File: config.mk
export PLATFORM = sky130hd
export DESIGN_NAME = mmio_dev_bridge
export DESIGN_NICKNAME = d
export VERILOG_FILES = /design/src/rtl/mmio_pkg.sv /design/src/rtl/mmio_dev_bridge_sync_2ff.sv /design/src/rtl/mmio_dev_bridge.sv
export SDC_FILE = /design/constraint.sdc
export NUM_CORES = 1
export LEC_CHECK = 0
export CAP_MARGIN = 5
export CORE_ASPECT_RATIO = 1.25
export CORE_MARGIN = 4
export CORE_UTILIZATION = 35
export DETAILED_ROUTE_END_ITERATION = 12
export HOLD_SLACK_MARGIN = 0.15
export PLACE_DENSITY_LB_ADDON = 0.25
export SETUP_SLACK_MARGIN = 0.4
export SLEW_MARGIN = 0
export SYNTH_ARGS = -nofsm -noshare
export SYNTH_HDL_FRONTEND = slang
export SYNTH_SLANG_ARGS = --single-unit
File: constraint.sdc
create_clock -name clk_i -period 11 [get_ports clk_i]
set_input_delay 2.2 -clock clk_i [delete_from_list [all_inputs] [get_ports clk_i]]
set_output_delay 2.2 -clock clk_i [all_outputs]
set_load 0.1 [all_outputs]
File: src/rtl/mmio_pkg.sv
// Shared constants and address-select type for the MMIO device bridge.
package mmio_pkg;

    localparam int unsigned DEV_W = 24;

    localparam logic [31:0] ADDR_LED_DFLT = 32'hFFFF_F060;
    localparam logic [31:0] ADDR_SW_DFLT  = 32'hFFFF_F070;

    typedef enum logic [1:0] {
        SEL_NONE,
        SEL_SW,
        SEL_LED,
        SEL_IRQ
    } addr_sel_e;

endpackage

File: src/rtl/mmio_dev_bridge_sync_2ff.sv
// Two-flop synchroniser for asynchronous inputs, one pair of flops per bit.
module sync_2ff #(
    parameter int unsigned WIDTH = 1
) (
    input  logic             clk,
    input  logic             rst,
    input  logic [WIDTH-1:0] d,
    output logic [WIDTH-1:0] q
);

    logic [WIDTH-1:0] meta;

    always_ff @(posedge clk or posedge rst) begin
        if (rst) begin
            meta <= '0;
            q    <= '0;
        end else begin
            meta <= d;
            q    <= meta;
        end
    end

endmodule

File: src/rtl/mmio_dev_bridge.sv
// MMIO bridge: debounced switch read-back, LED latch and optional switch-change
// interrupt (enabled by defining DEV_SW_IRQ_EN).
module mmio_dev_bridge
    import mmio_pkg::*;
#(
    parameter logic [31:0] ADDR_LED   = ADDR_LED_DFLT,
    parameter logic [31:0] ADDR_SW    = ADDR_SW_DFLT,
    parameter int unsigned DEB_CYCLES = 500_000,
    parameter int unsigned DEB_W      = 20
) (
    input  logic             clk_i,
    input  logic             rst,
    input  logic [31:0]      bus_addr,
    input  logic             bus_we,
    input  logic [31:0]      bus_wdata,
    output logic [31:0]      bus_rdata,
    output logic             bus_hit,
    input  logic [DEV_W-1:0] device_sw,
    output logic [DEV_W-1:0] device_led,
    output logic             sw_irq
);

    logic [DEV_W-1:0] sw_sync;
    logic [DEV_W-1:0] sw_prev;
    logic [DEV_W-1:0] sw_stable;
    logic [DEB_W-1:0] deb_cnt;
    addr_sel_e        sel;
    logic             unused_wdata_hi;

    assign unused_wdata_hi = ^bus_wdata[31:DEV_W];

    sync_2ff #(
        .WIDTH(DEV_W)
    ) u_sync (
        .clk(clk_i),
        .rst(rst),
        .d  (device_sw),
        .q  (sw_sync)
    );

    // Shared debounce counter: any movement of the synchronised value restarts it.
    always_ff @(posedge clk_i or posedge rst) begin
        if (rst) begin
            sw_prev   <= '0;
            sw_stable <= '0;
            deb_cnt   <= '0;
        end else begin
            sw_prev <= sw_sync;
            if (sw_sync == sw_stable) begin
                deb_cnt <= '0;
            end else if (sw_sync != sw_prev) begin
                deb_cnt <= '0;
            end else if (deb_cnt == DEB_W'(DEB_CYCLES - 1)) begin
                sw_stable <= sw_sync;
                deb_cnt   <= '0;
            end else begin
                deb_cnt <= deb_cnt + DEB_W'(1);
            end
        end
    end

    always_comb begin
        sel = SEL_NONE;
        if (bus_addr == ADDR_SW) begin
            sel = SEL_SW;
        end else if (bus_addr == ADDR_LED) begin
            sel = SEL_LED;
        end
`ifdef DEV_SW_IRQ_EN
        else if (bus_addr == ADDR_SW + 32'd4) begin
            sel = SEL_IRQ;
        end
`endif
    end

    always_ff @(posedge clk_i or posedge rst) begin
        if (rst) begin
            device_led <= '0;
        end else if (bus_we && (sel == SEL_LED)) begin
            device_led <= bus_wdata[DEV_W-1:0];
        end
    end

`ifdef DEV_SW_IRQ_EN
    logic             sw_chg;
    logic [DEV_W-1:0] sw_stable_q;

    // Sticky change flag; a new change outranks a clearing write in the same cycle.
    always_ff @(posedge clk_i or posedge rst) begin
        if (rst) begin
            sw_stable_q <= '0;
            sw_chg      <= 1'b0;
        end else begin
            sw_stable_q <= sw_stable;
            if (sw_stable != sw_stable_q) begin
                sw_chg <= 1'b1;
            end else if (bus_we && (sel == SEL_IRQ)) begin
                sw_chg <= 1'b0;
            end
        end
    end

    assign sw_irq = sw_chg;
`else
    assign sw_irq = 1'b0;
`endif

    // Zero-latency read path for the single-cycle CPU.
    always_comb begin
        bus_rdata = '0;
        bus_hit   = 1'b0;
        case (sel)
            SEL_SW: begin
                bus_rdata = {8'h0, sw_stable};
                bus_hit   = 1'b1;
            end
            SEL_LED: begin
                bus_rdata = {8'h0, device_led};
                bus_hit   = 1'b1;
            end
`ifdef DEV_SW_IRQ_EN
            SEL_IRQ: begin
                bus_rdata = {31'h0, sw_chg};
                bus_hit   = 1'b1;
            end
`endif
            default: begin
                bus_rdata = '0;
                bus_hit   = 1'b0;
            end
        endcase
    end

endmodule

==> metrics.txt <==
# TYPE chip_impl_metric gauge
chip_impl_info{name="worst-setup-path-type",value="in2out"} 1
chip_impl_info{name="crit_start",value="bus_addr[9]"} 1
chip_impl_metric{name="vias_in_the_first_global_route",unit=""} 4001
chip_impl_metric{name="actual_slew_at_the_worst_max_slew_pin",unit="ns"} 0.988
chip_impl_metric{name="cts_inserted_buffers",unit=""} 17
chip_impl_metric{name="power.share.sequential",unit="%"} 46.5
chip_impl_info{name="outcome",value="finished, final reports clean"} 1
chip_impl_metric{name="p_leak",unit="nW"} 3.43
chip_impl_metric{name="drt-wirelength-per-cell",unit="um"} 16.3
chip_impl_metric{name="fin_setup_tns",unit="ns"} 0
chip_impl_metric{name="ir_drop",unit="mV"} 0.108
chip_impl_metric{name="final_ant_viol_nets",unit=""} 0
chip_impl_info{name="cp-start-kind",value="input port"} 1
chip_impl_metric{name="yosys_warnings",unit=""} 0
chip_impl_metric{name="clock_power_share",unit="%"} 47.3
chip_impl_metric{name="timing.reg2reg.worst_path_depth",unit=""} 6
chip_impl_metric{name="final_cell_area",unit="sq um"} 7920
chip_impl_metric{name="drv_cap",unit=""} 0
chip_impl_metric{name="routability_congestion_estimate_from_global_placement",unit=""} 0.769
chip_impl_metric{name="std_cell_rows",unit=""} 52
chip_impl_metric{name="grt_start_max_net_pins",unit=""} 72
chip_impl_metric{name="netlist.area_leader.share",unit="%"} 59.7
chip_impl_metric{name="combPwrFrac",unit="%"} 6.3
chip_impl_metric{name="dpl_cell_area",unit="sq um"} 7340
chip_impl_metric{name="post_synthesis_instance_total",unit=""} 420
chip_impl_metric{name="core_area",unit="sq um"} 16300
chip_impl_info{name="worst_hold_path_type",value="reg2reg"} 1
chip_impl_info{name="root_driver",value="clkbuf_16"} 1
chip_impl_metric{name="floorplan.die.width",unit="um"} 124
chip_impl_metric{name="cp_max_fo",unit=""} 25
chip_impl_metric{name="synthesized_flop_and_latch_total",unit=""} 140
chip_impl_metric{name="grt_util_all_layers",unit="%"} 14.2
chip_impl_metric{name="drive_gt1_share",unit="%"} 15.8
chip_impl_metric{name="final.period_utilization",unit="%"} 70.8
chip_impl_metric{name="slew_headroom",unit="%"} 33.9
chip_impl_metric{name="portBuffers",unit=""} 131
chip_impl_metric{name="swShare",unit="%"} 22.5
chip_impl_metric{name="detailed_place_hpwl",unit="um"} 9200
chip_impl_metric{name="antenna_found_initial",unit=""} 0
chip_impl_metric{name="finish.net_count",unit=""} 651
chip_impl_info{name="rr_startpoint",value="deb_cnt[12]"} 1
chip_impl_metric{name="internal_power",unit="uW"} 898
chip_impl_metric{name="post-route-util",unit="%"} 48.5
chip_impl_info{name="timing.rr.end",value="sw_stable[22]"} 1
chip_impl_metric{name="cts_hold_repair.buffers",unit=""} 0
chip_impl_metric{name="finalWorstPathRequiredPeriod",unit="ns"} 7.79
chip_impl_info{name="crit_path_cell_trace",value="clkdlybuf4s50_1 -> or4_4 -> nor4_4 -> nand2_1 -> nor2_1 -> clkdlybuf4s50_1"} 1
chip_impl_info{name="synth_top_cell_by_area",value="dfrtp_1"} 1
chip_impl_metric{name="final_hold_viol_count",unit=""} 0
chip_impl_info{name="synth.top_cells.by_area",value="dfrtp_1, mux2_4, xnor2_1"} 1
chip_impl_info{name="setup.worst_path.end_class",value="output port"} 1
chip_impl_metric{name="critPathRequiredTime",unit="ns"} 8.80
chip_impl_metric{name="syn-mean-instance-area",unit="sq um"} 14.0
chip_impl_metric{name="report.final.slew_viol_count",unit=""} 0
chip_impl_metric{name="numClockSinks",unit=""} 140
chip_impl_metric{name="report.final.setup_viol",unit=""} 0
chip_impl_metric{name="cts-resized-gates",unit=""} 0
chip_impl_metric{name="initial_cell_density_of_the_core",unit="%"} 36.0
chip_impl_metric{name="grt_remaining_overflow",unit=""} 0
chip_impl_metric{name="max_freq",unit="GHz"} 0.128
chip_impl_metric{name="max_stage_delay",unit="ns"} 1.19
chip_impl_metric{name="number_of_top_level_pins",unit=""} 149
chip_impl_metric{name="viasPerCell",unit=""} 4.63
chip_impl_metric{name="initialDrtViolationCount",unit=""} 103
chip_impl_metric{name="routed_wl",unit="um"} 12800
chip_impl_metric{name="global_route_wire_length_before_repair",unit="um"} 20700
chip_impl_metric{name="finClkSkew",unit="ns"} 0.0108
chip_impl_metric{name="drc",unit=""} 0
chip_impl_metric{name="die_area",unit="sq um"} 18900
chip_impl_metric{name="synth_seq_area_share",unit="%"} 59.7
chip_impl_info{name="crit_slowest_cell",value="clkdlybuf4s50_1"} 1
chip_impl_metric{name="netlist_area",unit="sq um"} 5870
chip_impl_metric{name="power.density",unit="nW/um^2"} 146
chip_impl_metric{name="power.total",unit="mW"} 1.16
chip_impl_info{name="clock_tree_from_tritoncts",value="done"} 1
chip_impl_info{name="crit_path_frequent_cell",value="clkdlybuf4s50_1"} 1
chip_impl_metric{name="number_of_buffers_added_for_setup_after_cts",unit=""} 0
chip_impl_metric{name="insertedDiodeCount",unit=""} 0
chip_impl_metric{name="critical_path_arrival",unit="ns"} 5.59
chip_impl_metric{name="clkSlewWorstSetupHoldPaths",unit="ns"} 0.06
chip_impl_metric{name="route.vias.total",unit=""} 3643
chip_impl_info{name="timing.critical_path.to",value="bus_rdata[19]"} 1
chip_impl_info{name="grt_setup_unrepaired",value="no"} 1
chip_impl_metric{name="worst_skew_pair.late_latency",unit="ns"} 0.42
chip_impl_metric{name="count_of_different_cell_masters_after_synthesis",unit=""} 33
chip_impl_metric{name="power_switching",unit="uW"} 261
chip_impl_metric{name="cts-htree-levels",unit=""} 4
chip_impl_metric{name="ctsLongestPathBuffers",unit=""} 2
chip_impl_metric{name="rrSetupSlack",unit="ns"} 8.62
chip_impl_metric{name="firstDrtPassIters",unit=""} 4
chip_impl_metric{name="flow.area_growth_from_synthesis",unit="%"} 34.8
chip_impl_metric{name="dieHeight",unit="um"} 153
[sequential cells by signal, indices dropped and copies added (netlist names)]
signal / cells
device_led: 24
sw_prev: 24
sw_stable: 24
u_sync.meta: 24
u_sync.q: 24
deb_cnt: 20
[per-stage QoR]
step / setup slack (ns) / std cells / hold slack, ns
6_report: 3.21 / 787 / 0.343
3_3_place_gp: 3.17 / 756 / 0.333
3_5_place_dp: 3.16 / 756 / 0.335
4_1_cts: 3.16 / 787 / 0.343
2_1_floorplan: 4.15 / 428 / 0.331
5_1_grt: 3.06 / 787 / 0.346
[layer usage]
metal / GRT usage (%) / vias up / wire [um]
met4: 6.07 / 0 / 291
met3: 4.36 / 17 / 978
met1: 17.4 / 1778 / 5360
li1: - / 1718 / -
met5: 0 / - / 0
met2: 23.0 / 130 / 6210
[critical path, delay by kind of cell]
family	cells	cell delay [ns]
buf+inv	2	1.60
simple gates	4	1.78
[power groups by stage]
stage	clock, mW	combinational (mW)	sequential, mW
global route	0.588	0.0783	0.541
CTS	0.564	0.0744	0.539
finish	0.548	0.0726	0.539
floorplan	0	0.0394	0.545
detailed placement	0	0.0739	0.548
global placement	0	0.0730	0.548
[area by class of cell]
class                           instances  area [sq um]
Timing Repair Buffer                  135          1340
Clock buffer                           18           429
Sequential cell                       140          3500
Clock inverter                         13           145
Inverter                                4          20.0
Multi-Input combinational cell        261          2210
Tap cell                              216           270
Fill cell                            1400          8410
[cells by family (layout without fill, tap and decap cells)]
logic type	Yosys count	count (layout)	share of synthesized area, %
buf+inv	27	170	3.26
compound gates	2	2	0.320
flops	140	140	59.7
simple gates	111	111	10.8
fa+ha+maj	1	1	0.213
other cells	1	9	0.0639
mux	72	72	15.9
xor+xnor	66	66	9.84
[cells in the mapped netlist]
cell type  instances
o211ai_1           1
xnor2_1           39
nand4_1           15
nand2_1            9
mux2_4            40
nor2_1            33
xor2_1            27
buf_4              9
or3_2              1
and2_1             1
conb_1             1
clkbuf_1           8
and4_1             2
nor3b_1            1
nand4b_1           3
ha_1               1
or4_4              1
nand3_1            7
nor4_4             2
inv_1              4
buf_2              1
or3_1              1
nor3_1            22
mux2i_1           24
buf_6              3
nor4_2             2
nand4b_4           1
and3_1             1
buf_12             2
nor4_1             9
dfrtp_1          140
o2111a_1           1
mux2_2             8
[worst min-delay path by stage]
stage | startpoint | to | depth (start not counted) | slack, ns
floorplan | u_sync.meta[0] | u_sync.q[0] | 0 | 0.33
global placement | u_sync.meta[4] | u_sync.q[4] | 0 | 0.33
detailed placement | u_sync.meta[23] | u_sync.q[23] | 0 | 0.33
CTS | u_sync.meta[8] | u_sync.q[8] | 0 | 0.34
global route | u_sync.meta[10] | u_sync.q[10] | 0 | 0.35
finish | u_sync.meta[8] | u_sync.q[8] | 0 | 0.34
[layout by cell type (no fill, tap or decap)]
| master | synthesis | final |
|---|---|---|
| dfrtp_1 | 140 | 140 |
| clkdlybuf4s50_1 | 0 | 131 |
| mux2_4 | 40 | 40 |
| xnor2_1 | 39 | 39 |
| nor2_1 | 33 | 33 |
| xor2_1 | 27 | 27 |
| mux2i_1 | 24 | 24 |
| nor3_1 | 22 | 22 |
| clkbuf_16 | 0 | 17 |
| nand4_1 | 15 | 15 |
| nand2_1 | 9 | 9 |
| nor4_1 | 9 | 9 |
| conb_1 | 1 | 9 |
| mux2_2 | 8 | 8 |
| nand3_1 | 7 | 7 |
| clkinvlp_4 | 0 | 6 |
| buf_4 | 9 | 4 |
| nand4b_1 | 3 | 3 |
| inv_1 | 4 | 3 |
| inv_6 | 0 | 3 |
| nor4_4 | 2 | 2 |
| nor4_2 | 2 | 2 |
| and4_1 | 2 | 2 |
| bufinv_16 | 0 | 2 |
| clkinv_4 | 0 | 2 |
| or4_4 | 1 | 1 |
| or3_2 | 1 | 1 |
| o211ai_1 | 1 | 1 |
| and2_1 | 1 | 1 |
| or3_1 | 1 | 1 |
| and3_1 | 1 | 1 |
| nor3b_1 | 1 | 1 |
| nand4b_4 | 1 | 1 |
| o2111a_1 | 1 | 1 |
| ha_1 | 1 | 1 |
| clkinv_2 | 0 | 1 |
| clkbuf_1 | 8 | 1 |
Power figures use the tool's default switching activity.
